==> config.mk <==
export PLATFORM = sky130hd
export DESIGN_NAME = hdmi_tmds_encoder
export DESIGN_NICKNAME = d
export VERILOG_FILES = /design/src/rtl/hdmi_tmds_encoder.sv
export SDC_FILE = /design/constraint.sdc
export NUM_CORES = 1
export LEC_CHECK = 0
export CAP_MARGIN = 20
export CORE_ASPECT_RATIO = 1.1
export CORE_MARGIN = 4
export CORE_UTILIZATION = 55
export CTS_CLUSTER_SIZE = 14
export DETAILED_ROUTE_END_ITERATION = 8
export HOLD_SLACK_MARGIN = 0.15
export PLACE_DENSITY_LB_ADDON = 0.12
export SYNTH_ARGS = -nofsm -noshare
export SYNTH_HDL_FRONTEND = slang
export SYNTH_SLANG_ARGS = --single-unit
==> constraint.sdc <==
create_clock -name clk -period 8.66 [get_ports clk]
set_clock_uncertainty 0.05 [all_clocks]
set_input_delay 1.732 -clock clk [delete_from_list [all_inputs] [get_ports clk]]
set_output_delay 1.732 -clock clk [all_outputs]
set_load 0.01 [all_outputs]
==> src/rtl/hdmi_tmds_encoder.sv <==
// DVI TMDS encoder: three channels, transition minimisation then DC balance.
// Two-stage pipeline; control tokens during blanking, sync carried on c0.
module hdmi_tmds_encoder (
  input  logic        clk,
  input  logic        rst,
  input  logic        de_in,
  input  logic        hsync_in,
  input  logic        vsync_in,
  input  logic [23:0] rgb_in,
  output logic [9:0]  tmds_c0,
  output logic [9:0]  tmds_c1,
  output logic [9:0]  tmds_c2
);

  localparam logic [9:0] CTL00 = 10'h354;

  function automatic logic [3:0] ones(input logic [7:0] v);
    logic [3:0] n;
    n = 4'd0;
    for (int i = 0; i < 8; i++)
      n = n + {3'b000, v[i]};
    return n;
  endfunction

  function automatic logic [8:0] tm(input logic [7:0] d);
    logic [8:0] q;
    logic [3:0] n;
    logic       xn;
    n    = ones(d);
    xn   = (n > 4'd4) || ((n == 4'd4) && !d[0]);
    q    = 9'd0;
    q[0] = d[0];
    for (int i = 1; i < 8; i++)
      q[i] = xn ? ~(q[i-1] ^ d[i]) : (q[i-1] ^ d[i]);
    q[8] = ~xn;
    return q;
  endfunction

  function automatic logic [9:0] token(input logic [1:0] c);
    logic [9:0] t;
    t = CTL00;
    unique case (c)
      2'b00: t = 10'h354;
      2'b01: t = 10'h0ab;
      2'b10: t = 10'h154;
      2'b11: t = 10'h2ab;
    endcase
    return t;
  endfunction

  logic [7:0] d_in [3];
  logic [9:0] chars [3];
  logic       de_r;
  logic [1:0] ctl_r;

  assign d_in[0] = rgb_in[7:0];
  assign d_in[1] = rgb_in[15:8];
  assign d_in[2] = rgb_in[23:16];

  always_ff @(posedge clk) begin
    if (rst) begin
      de_r  <= 1'b0;
      ctl_r <= 2'b00;
    end else begin
      de_r  <= de_in;
      ctl_r <= {vsync_in, hsync_in};
    end
  end

  for (genvar ch = 0; ch < 3; ch++) begin : g_ch
    logic [8:0] qm;
    logic [8:0] qm_r;
    logic [3:0] n1_r;
    logic [4:0] cnt;
    logic [4:0] cnt_nx;
    logic [4:0] diff;
    logic [9:0] data_nx;
    logic [9:0] out_r;
    logic [1:0] c;
    logic       q8;
    logic       case_a;
    logic       case_b;

    assign qm = tm(d_in[ch]);
    assign c  = (ch == 0) ? ctl_r : 2'b00;
    assign q8 = qm_r[8];

    always_ff @(posedge clk) begin
      if (rst) begin
        qm_r <= 9'd0;
        n1_r <= 4'd0;
      end else begin
        qm_r <= qm;
        n1_r <= ones(qm[7:0]);
      end
    end

    // cnt is two's complement; diff = N1-N0 wraps the same way
    always_comb begin
      diff    = {n1_r, 1'b0} - 5'd8;
      case_a  = (cnt == 5'd0) || (n1_r == 4'd4);
      case_b  = (!cnt[4] && (n1_r > 4'd4)) ||
                (cnt[4] && (n1_r < 4'd4));
      data_nx = 10'd0;
      cnt_nx  = cnt;
      if (case_a) begin
        data_nx = {~q8, q8, q8 ? qm_r[7:0] : ~qm_r[7:0]};
        cnt_nx  = q8 ? cnt + diff : cnt - diff;
      end else if (case_b) begin
        data_nx = {1'b1, q8, ~qm_r[7:0]};
        cnt_nx  = cnt + {3'b000, q8, 1'b0} - diff;
      end else begin
        data_nx = {1'b0, q8, qm_r[7:0]};
        cnt_nx  = cnt + diff - {3'b000, ~q8, 1'b0};
      end
    end

    always_ff @(posedge clk) begin
      if (rst) begin
        out_r <= CTL00;
        cnt   <= 5'd0;
      end else if (!de_r) begin
        out_r <= token(c);
        cnt   <= 5'd0;
      end else begin
        out_r <= data_nx;
        cnt   <= cnt_nx;
      end
    end

    assign chars[ch] = out_r;
  end

  assign tmds_c0 = chars[0];
  assign tmds_c1 = chars[1];
  assign tmds_c2 = chars[2];

endmodule

---- Word-level counts from Yosys, hierarchy flattened ----
Cells that the tools add are included.
cells by class
  $lt $le $gt $ge ......................... 9
  reductions and logical operators ........ 29
  equal/unequal tests ..................... 9
  bitwise gates (word level) .............. 52
  add/subtract/negate cells ............... 60
  muxes and demuxes ....................... 41
operators by type and width
  cell                                                                             count
  4-bit by 1-bit adder with 4-bit output                                           24
  10-bit two-way mux                                                               7
  5-bit two-way mux                                                                9
  10-bit one-hot mux with 4 select lines                                           1
  5-bit subtractor                                                                 6
  1-bit inverter                                                                   28
  3-bit by 1-bit adder with 4-bit output                                           6
  4-bit by 3-bit == test with 1-bit output, second input constant                  6
  4-bit by 3-bit greater-than comparator with 1-bit output, second input constant  6
  8-bit two-way mux                                                                3
  8-bit inverter                                                                   3
  1-bit two-way mux                                                                21
  1-bit bitwise XOR                                                                21
  2-bit by 1-bit adder with 3-bit output                                           6
  5-bit by 2-bit adder with 5-bit output                                           3
  5-bit adder                                                                      3
  5-bit logical NOT                                                                3
  5-bit by 2-bit subtractor with 5-bit output                                      3
  5-bit by 4-bit subtractor with 5-bit output, second input constant               3
  1-bit by 1-bit adder with 2-bit output                                           6
  4-bit by 3-bit less-than comparator with 1-bit output, second input constant     3
  1-bit logical AND                                                                9
  1-bit logical OR                                                                 9
  1-bit logical NOT                                                                6
  4 further kinds                                                                  5
storage, ports and cells
  word-level logic and storage cells ...... 214
  input bits .............................. 29
  flip-flop bits (word level) ............. 87
  output and inout port bits .............. 30

---- Depth between registers and ports, before layout ----
Gate-level depths: netlist of the first run.
  depth after elaboration ................. 30
  depth in mapped cells ................... 20
  depth with buffers taken out ............ 20

---- Worst setup path after synthesis of the first run ----
OpenSTA, ideal clock, no wires.
  path kind ............................... input port to flip-flop
  start point ............................. in rgb_in[0]
  end point ............................... reg g_ch[0].n1_r[2]
  data required time ...................... 8.482 ns
  cell stages on the path ................. 20
  setup slack ............................. 1.354 ns
  setup time .............................. 0.128 ns
  path buffers ............................ 0
  arrival ................................. 7.128 ns
  path through ............................ inv_1 -> fa_1 -> fa_1 -> fa_1 -> inv_1 -> ha_1 -> fa_1 -> nor3b_1 -> o21ai_0 -> a21oi_1 -> xor2_1 -> fa_1 -> fa_1 -> inv_1 -> fa_1 -> ha_1 -> inv_1 -> fa_1 -> xor2_1 -> nor2_1
on the way
  longest elaborated chain between the ends .. 30
  elaborated cells on any way between the ends .. 40
  those cells by class .................... add/sub: 14; order compare: 1; eq/ne: 1; mux: 7; bitwise: 14; reduce/logical: 3
RTL lines
  item                                                                                             RTL line  RTL
  from (decl)                                                                                      9         input logic [23:0] rgb_in,
  parallel branches: the longest is 29 deep, another holds 3-bit by 1-bit adder with 4-bit output  n/a
  4-bit by 1-bit adder with 4-bit output (*)                                                       21        n = n + {3'b000, v[i]};
  to (signal assigned)                                                                             94        n1_r <= ones(qm[7:0]);
  to (decl)                                                                                        73        logic [3:0] n1_r;
Mark *: on every way between the ends.
A chain may end at the register's enable or synchronous reset.

---- Worst setup path in the final report of the first run ----
Same ends and word-level chain as after synthesis.

==> results of run 1 <==
power by group:
group	leakage (uW)	internal [uW]	switching [uW]	total [uW]
Sequential	0.000693	479	70.3	550
Combinational	0.00216	763	857	1620
Clock	0.000109	166	147	313
final cells by class:
cell class | count | share of cell area [%]
clock inverter | 6 | 1.45
tap | 140 | 2.63
clock buffer | 10 | 1.92
multi-input combinational | 405 | 54.8
timing repair buffer | 59 | 8.77
inverter | 91 | 5.14
sequential | 84 | 25.3
registers in the layout, summed over array words and instances (netlist names):
register and cells:
g_ch.qm_r 27, g_ch.cnt 12, g_ch.n1_r 12, tmds_c0 10
tmds_c1 10, tmds_c2 10, ctl_r 2, de_r 1
metrics by stage:
step / worst slack [ps] / hold slack (ps) / utilization (%) / instances / total power, uW
floorplan: 1350 / 381 / - / 595 / 1830
global placement: 649 / 390 / 64.1 / 779 / 2110
detailed placement: 431 / 401 / 64.1 / 779 / 2190
CTS: 790 / 413 / 66.3 / 795 / 2520
global route: 486 / 428 / 66.3 / 795 / 2780
finish: 799 / 409 / 66.3 / 795 / 2480
metal layers:
| layer | share of wire [%] | global-route usage (%) | vias up |
|---|---|---|---|
| li1 | - | - | 2016 |
| met1 | 44 | 23.9 | 1925 |
| met2 | 51 | 35.0 | 84 |
| met3 | 3.8 | 3.82 | 9 |
| met4 | 1.2 | 7.35 | 0 |
| met5 | 0 | 0 | - |
kinds of logic (layout without fill, tap and decap cells):
kind of cell             Yosys count  after routing  synth area share, %
buffers and inverters            106            166                 7.17
AO/OA/AOI/OAI                     78             78                 8.70
multiplexers                      12             12                 2.35
adder cells (fa/ha/maj)          100            100                 26.8
XOR/XNOR                          80             80                 13.6
AND/OR/NAND/NOR                  135            135                 12.1
flip-flops                        84             84                 29.3
path summary, 6_finish.rpt:
| check | to | slack [ps] | cells past startpoint |
|---|---|---|---|
| worst max-delay path | g_ch[0].n1_r[2] | 800 | 21 |
| worst min-delay path | tmds_c0[0] | 410 | 1 |
| worst max register to register | g_ch[0].cnt[4] | 6010 | 9 |
| worst min register to register | tmds_c0[0] | 410 | 1 |
cells in the final DEF, fill, tap and decap left out, drive strengths merged, types with 2 or more instances in the layout:
cell type	n
mux2	2
o311ai	6
o21a	5
a21bo	2
nand2	20
or3b	4
ha	62
nand3	3
xnor2	49
and2	3
a31oi	4
buf	2
a21oi	28
dfxtp	84
xor2	27
nand2b	4
xnor3	4
or4	3
nor2b	21
nor2	51
o211ai	2
mux2i	10
nor3	7
clkbuf	10
inv	93
nor3b	14
o21ai	17
a211oi	6
fa	38
clkdlybuf4s50	57
bufinv	2
a221oi	5
or3	3
==> flow_metrics.env, run 1 <==
export IMPL_status="finished clean"
export IMPL_drc=0
export IMPL_hold_buffers=0
export IMPL_clk_pin_slew_worst_paths_ps=90
export IMPL_synth_area_leader_cell="dfxtp_1"
export IMPL_drt_iter0_markers=147
export IMPL_drive_above_1_share_pct=5.50
export IMPL_crit_buf_inv=5
export IMPL_tightest_slew_ps=950
export IMPL_grt_pass1_wl_um=19400
export IMPL_synth_edf_count=0
export IMPL_grt_max_degree=53
export IMPL_crit_top_cell="fa_1"
export IMPL_critPathRequiredTime_ps=8830
export IMPL_gp_congestion=0.851
export IMPL_drt_first_pass_iters=4
export IMPL_max_slew_margin_pct=36.7
export IMPL_setup_viol=0
export IMPL_async_flop_share_pct=0
export IMPL_yosys_warnings=0
export IMPL_yosysMostFrequentCell="inv_1"
export IMPL_ys_top_cells_by_area="dfxtp_1 (29%), ha_1 (14%), fa_1 (13%)"
export IMPL_cp_startpoint="rgb_in[0]"
export IMPL_avgSynthCellArea_sq_um=9.65
export IMPL_gr_total_overflow=0
export IMPL_track_usage_pct=19.8
export IMPL_syn_nets=724
export IMPL_synth_top_area_share_pct=29.3
export IMPL_synth_ff_type="dfxtp_1"
export IMPL_critPathSlowestCell="fa_1"
export IMPL_clk_path_buf_depth=2
export IMPL_synthToLayoutAreaGrowth_pct=15.9
export IMPL_num_antenna_cells=0
export IMPL_cts_resized=0
export IMPL_cts_root_buf="clkbuf_8"
export IMPL_p_per_area_mw_per_mm2=373
export IMPL_cts_tree="built"
export IMPL_die_x_um=105
export IMPL_core_area_sq_mm=0.0100
export IMPL_cts_htree_levels=3
export IMPL_postPlaceCellArea_sq_mm=0.00643
export IMPL_slowest_delay_ps=570
export IMPL_irDropWorstVdd_mv=0.160
export IMPL_fmax_mhz=127
export IMPL_period_minus_slack_ps=7860
export IMPL_synth_cell_types=51
export IMPL_cp_cell_sequence="clkdlybuf4s50_1 > inv_1 > fa_1 > fa_1 > fa_1 > inv_1 > ha_1 > fa_1 > nor3b_1 > o21ai_0 > a21oi_1 > xor2_1 > fa_1 > fa_1 > inv_1 > fa_1 > ha_1 > inv_1 > fa_1 > xor2_1 > nor2_1"
export IMPL_die_h_um=115
export IMPL_worst_setup_path_start_kind="primary input"
export IMPL_end_kind="register"
export IMPL_post_cts_buffers=0
export IMPL_final_antenna_net_count=0
export IMPL_start_util_pct=57.2
export IMPL_post_drt_wl_per_cell_um=13.9
export IMPL_boundaryPins=59
export IMPL_drt_total_wl_um=11000
export IMPL_cp_top_family="adder cells"
export IMPL_antenna_found_initial=0
export IMPL_tns_ps=0
export IMPL_ys_seq_area_share_pct=29.3
export IMPL_synth_seq_cells=84
export IMPL_worstSetupPathType="primary input to register"
export IMPL_hpwl_um=8870
export IMPL_viasPerCell=5.07
export IMPL_rsz0062_at_grt="no"
export IMPL_cp_arrival_ps=8030
export IMPL_num_rows=38
export IMPL_fillers=831
export IMPL_slew_violations=0
export IMPL_path_max_fanout=5
export IMPL_final_nets=779
export IMPL_vias=4034
export IMPL_ys_top_cells_by_count="inv_1 (90), dfxtp_1 (84), ha_1 (62), nor2_1 (51), xnor2_1 (48)"
export IMPL_cap_violations=0
export IMPL_clock_sinks=84
export IMPL_hold_class="register to register"
export IMPL_reg2reg_from="g_ch[0].qm_r[8]"
export IMPL_syn_inst=595
export IMPL_p_leak_uw=0.00296
export IMPL_seq_area_sq_mm=0.00168
export IMPL_holdCritStartpoint="g_ch[0].qm_r[0]"
export IMPL_multi_input_area_sq_mm=0.00365
export IMPL_fin_area_sq_mm=0.00665
export IMPL_synthesis_area_sq_mm=0.00574
export IMPL_port_buffers=58
export IMPL_grt_pass1_vias=4318
export IMPL_hold_violations=0
export IMPL_cts_buffers=9
export IMPL_dieArea_sq_mm=0.0121
export IMPL_clkLatencyLatePin_ps=360
export IMPL_post_route_period_util_pct=90.8
Note: power is estimated with default switching activity, not from simulation.
==> run 2, diff against run 1 <==
CTS_BUF_LIST = sky130_fd_sc_hd__clkbuf_16   (was default)
==> flow_metrics.env, run 2 (synthesized netlist as in run 1, its figures left out) <==
export IMPL_status="finished clean"
export IMPL_clkLatencyLatePin_ps=330
export IMPL_core_area_sq_mm=0.0100
export IMPL_antenna_found_initial=0
export IMPL_cp_arrival_ps=8040
export IMPL_gp_congestion=0.851
export IMPL_met2_usage_pct=35.2
export IMPL_final_nets=779
export IMPL_port_buffers=58
export IMPL_start_util_pct=57.2
export IMPL_worst_setup_path_start_kind="primary input"
export IMPL_regToRegSetupSlack_ps=6030
export IMPL_drive_above_1_share_pct=5.50
export IMPL_busiest_layer="met2"
export IMPL_finalWorstSetupSlack_ps=765
export IMPL_hold_violations=0
export IMPL_fmax_mhz=127
export IMPL_period_minus_slack_ps=7890
export IMPL_r2r_end="g_ch[0].cnt[4]"
export IMPL_cp_cell_sequence="clkdlybuf4s50_1 > inv_1 > fa_1 > fa_1 > fa_1 > inv_1 > ha_1 > fa_1 > nor3b_1 > o21ai_0 > a21oi_1 > xor2_1 > fa_1 > fa_1 > inv_1 > fa_1 > ha_1 > inv_1 > fa_1 > xor2_1 > nor2_1"
export IMPL_setup_viol=0
export IMPL_slowest_delay_ps=570
export IMPL_largest_register_ffs=27
export IMPL_clk_pin_slew_worst_paths_ps=70
export IMPL_die_x_um=105
export IMPL_reg2reg_from="g_ch[0].qm_r[8]"
export IMPL_track_usage_pct=19.8
export IMPL_vias=4052
export IMPL_rsz0062_at_grt="no"
export IMPL_slew_violations=0
export IMPL_grt_pass1_wl_um=19500
export IMPL_die_h_um=115
export IMPL_post_drt_wl_per_cell_um=13.9
export IMPL_layout_commonest_cell="inv_1"
export IMPL_cts_root_buf="clkbuf_16"
export IMPL_drc=0
export IMPL_tns_ps=0
export IMPL_final_antenna_net_count=0
export IMPL_dieArea_sq_mm=0.0121
export IMPL_boundaryPins=59
export IMPL_num_antenna_cells=0
export IMPL_path_max_fanout=5
export IMPL_crit_top_cell="fa_1"
export IMPL_drt_iter0_markers=142
export IMPL_cts_resized=0
export IMPL_viasPerCell=5.10
export IMPL_cp_startpoint="rgb_in[0]"
export IMPL_critPathRequiredTime_ps=8800
export IMPL_crit_buf_inv=5
export IMPL_hpwl_um=8870
export IMPL_met1_usage_pct=24.1
export IMPL_cap_violations=0
export IMPL_post_cts_buffers=0
export IMPL_irDropWorstVdd_mv=0.170
export IMPL_hold_ws_ps=406
export IMPL_reg_top3="g_ch.qm_r: 27 flops, g_ch.cnt: 12 flops, g_ch.n1_r: 12 flops"
export IMPL_cp_num_cells=21
export IMPL_end_kind="register"
export IMPL_critPathCapture="g_ch[0].n1_r[2]"
export IMPL_final_cell_mix="inv_1 (91), dfxtp_1 (84), ha_1 (62)"
export IMPL_regMostFlops="g_ch.qm_r"
export IMPL_tightest_slew_ps=946
export IMPL_grt_max_degree=53
export IMPL_max_slew_margin_pct=36.9
export IMPL_gr_total_overflow=0
export IMPL_clock_sinks=84
export IMPL_hold_buffers=0
export IMPL_p_leak_uw=0.00301
export IMPL_hold_class="register to register"
export IMPL_cts_buffers=9
export IMPL_dpl_worst_slack_ps=431
export IMPL_num_rows=38
export IMPL_synthToLayoutAreaGrowth_pct=17.7
export IMPL_cts_htree_levels=3
export IMPL_post_route_period_util_pct=91.2
export IMPL_p_per_area_mw_per_mm2=383
export IMPL_cts_tree="built"
export IMPL_grt_pass1_vias=4311
export IMPL_critPathSlowestCell="fa_1"
export IMPL_ff2ff_path_depth=9
export IMPL_drt_total_wl_um=11000
export IMPL_holdCritStartpoint="g_ch[0].qm_r[0]"
export IMPL_drt_first_pass_iters=4
export IMPL_use_met3_pct=3.82
export IMPL_worstSetupPathType="primary input to register"
export IMPL_clk_path_buf_depth=2
export IMPL_cp_top_family="adder cells"
==> run 2: final cells by class <==
cell class	count	area [sq um]
sequential	84	1680
clock buffer	9	225
tap	140	175
multi-input combinational	405	3650
timing repair buffer	59	583
fill	812	3280
inverter	91	342
clock inverter	7	100
==> run 2: routing by layer <==
metal  up-vias  part of all wire [%]  routed length [um]
met5         -                     0                   0
met4         0                   1.5                 160
met3        13                   4.2                 466
met2        78                    50                5560
met1      1943                    44                4830
li1       2018                     -                   -
==> run 2: how the worst min path moves through the flow <==
stage | to | slack, ps | cells past startpoint
finish | tmds_c0[0] | 410 | 1
global route | tmds_c0[3] | 420 | 1
CTS | tmds_c0[0] | 410 | 1
detailed placement | tmds_c0[0] | 400 | 1
global placement | tmds_c0[1] | 390 | 1
floorplan | tmds_c0[0] | 380 | 1
==> run 2: where the power goes <==
| part | switching (uW) | leakage [uW] | internal [uW] |
|---|---|---|---|
| combinational | 858 | 0.00216 | 765 |
| clock | 159 | 0.000159 | 255 |
| sequential | 70.8 | 0.000693 | 480 |
==> run 2: metrics by stage <==
step,total power [uW],util (%),std cells,instance area (sq um)
floorplan,1830,-,595,5740
global placement,2110,64.1,779,6430
detailed placement,2190,64.1,779,6430
CTS,2620,67.3,795,6750
global route,2880,67.3,795,6750
finish,2590,67.3,795,6750
==> patch (flow settings as in run 1) <==
Register the outputs `tmds_c0`, `tmds_c1` and `tmds_c2`; this adds one clock of latency there.
--- a/src/rtl/hdmi_tmds_encoder.sv
+++ b/src/rtl/hdmi_tmds_encoder.sv
@@ -131,9 +131,11 @@
     assign chars[ch] = out_r;
   end
 
-  assign tmds_c0 = chars[0];
-  assign tmds_c1 = chars[1];
-  assign tmds_c2 = chars[2];
+  always_ff @(posedge clk) begin
+    tmds_c0 <= chars[0];
+    tmds_c1 <= chars[1];
+    tmds_c2 <= chars[2];
+  end
 
 endmodule
 
Function: changed (Yosys sat finds a counterexample within 4 cycles, from zero or initial values and one cycle with rst high).
==> patch against run 1 <==
Sequential share of layout area up 5.0 points; wire length decreased by 3.0%; sequential cell count up 30; synthesized area increased by 8.5%; worst setup slack better by 0.11 ns; core utilization rose by 2.1 points; die area is 7.9% higher; final area grew 13%; count of clock-buffer cells in the layout grew 11; power is 20% higher; maximum frequency is 1.4% higher; non-clock buffer count unchanged; largest power group unchanged.
==> patch: results (changes against run 1) <==
Setup path
  • R2R Setup Slk: 6.02 ns (about the same)
  • Crit-path max cell delay: 0.57 ns (about the same)
  • Worst path top cell family by delay: adder cells
  • Worst EP arrival: 7.95 ns (-0.08 ns)
  • CP max-delay cell: fa_1

Clocking
  • CTS resizes: 0 (unchanged)
  • CTS Buf Count: 17 (+8)
  • CTS clk-pin slew, worst paths: 0.05 ns (-0.04 ns)
  • Clock Path Buffers: 2 (unchanged)
  • H-Tree Depth: 4 (+1)
  • Clk_lat worst skew: 0.40 ns (+0.04 ns)
  • Post-CTS Setup Repair Bufs: 0 (unchanged)
  • Root buffer cell: clkbuf_16

Place
  • Hpwl dp: 8435 um (-4.9%)
  • Inst Count DP: 797 (+2.3%)
  • IO Port Bufs: 58 (unchanged)
  • GP Congestion: 0.8359 (-1.8%)
  • Worst slack at placement: 0.5296 ns (+0.09868 ns)
  • Area post-placement: 0.006933 sq mm (+7.9%)

Power
  • Net Sw Frac: 37.79% (-5.5 points)
  • Internal Power: 1.860 mW (+32%)
  • Clk pwr: 0.688 mW (+120%)
  • Leak: 3.344 nW (+13%)
  • P_comb: 1.58 mW (-2%)
  • Worst vdd ir: 0.3106 mV (+95%)

Yosys
  • Cell types occupying the most area after synthesis: dfxtp_1, ha_1, fa_1, xnor2_1, inv_1
  • Gate Count Post-Synth: 607 (+2.0%)
  • Register area share after synthesis: 36.64% (+7.3 points)
  • Commonest cells in the synthesized netlist: dfxtp_1, inv_1, ha_1, nor2_1, xnor2_1
  • Synth cell types: 49 (-3.9%)
  • Post-synthesis mux area share: 0.9642% (-1.4 points)
  • Xor-xnor portion of the synthesized cell area: 13.00% (-0.58 points)
  • Syn nets: 736 (+1.7%)
  • Adder-cell share of the synthesized area: 24.55% (-2.2 points)
  • Post-synthesis compound-gate area fraction: 7.834% (-0.86 points)

Global routing
  • GR Util met3: 4.788% (+0.97 points)
  • GR Util met2: 31.41% (-3.6 points)
  • GR Layer Usage met1: 21.34% (-2.6 points)
  • Global-route usage over all layers: 18.18% (-1.6 points)
  • First-pass GRT wire length: 18870 um (-2.5%)
  • Vias in the first global route: 4219 (-2.3%)

Timing
  • Hold_ws: 0.2727 ns (-0.1360 ns)
  • Final Worst Setup Slack: 0.9071 ns (+0.1077 ns)
  • Max-slew violations: 0 (unchanged)
  • Slew margin rel.: 35.99% (-0.66 points)

Layout
  • Layout Cells excl Fill: 828 (+4.2%)
  • Fill cells: 842 (+1.3%)
  • Top flop regs: g_ch.out_r (30), g_ch.qm_r (27)
  • Layout cell share with drive strength beyond 1: 7.048% (+1.6 points)

Drt
  • Drt first-iter violations: 69 (-53%)
  • WL final: 10680 um (-3.0%)
  • Wire length on met3: 383 um (-8.4%)
  • Wl on met1: 4635 um (-4.8%)
  • DR WL met2: 5460 um (-2.5%)
  • Drt via density: 4.924 (-3.0%)

Run status
  • Status: completed
## patch: changes by cell type in the layout (fill, tap and decap cells not counted), moves of 4 or more
cell,run 1,this run
nor2_1,51,55
clkbuf_8,9,2
inv_1,90,85
clkinv_2,0,4
o21a_1,5,0
nor4_1,1,5
clkbuf_16,0,17
xnor2_2,1,6
o311ai_0,6,0
a21oi_1,27,23
dfxtp_1,84,114
## patch: final timing paths
path                                        from         endpoint  cells after the start
worst min-delay path            g_ch[0].out_r[3]       tmds_c0[3]                      0
worst max-delay path                   rgb_in[8]  g_ch[1].n1_r[2]                     21
worst min register to register  g_ch[0].out_r[3]       tmds_c0[3]                      0
worst max register to register   g_ch[0].qm_r[8]   g_ch[0].cnt[4]                     10
## patch: final cells by class
class,count,area (sq um),share of cell area [%]
Multi-Input combinational cell,392,3565,47.36
Sequential cell,114,2282,30.32
Timing Repair Buffer,59,583.1,7.746
Clock buffer,21,460.4,6.117
Inverter,85,319.1,4.239
Tap cell,147,183.9,2.443
Clock inverter,10,133.9,1.779
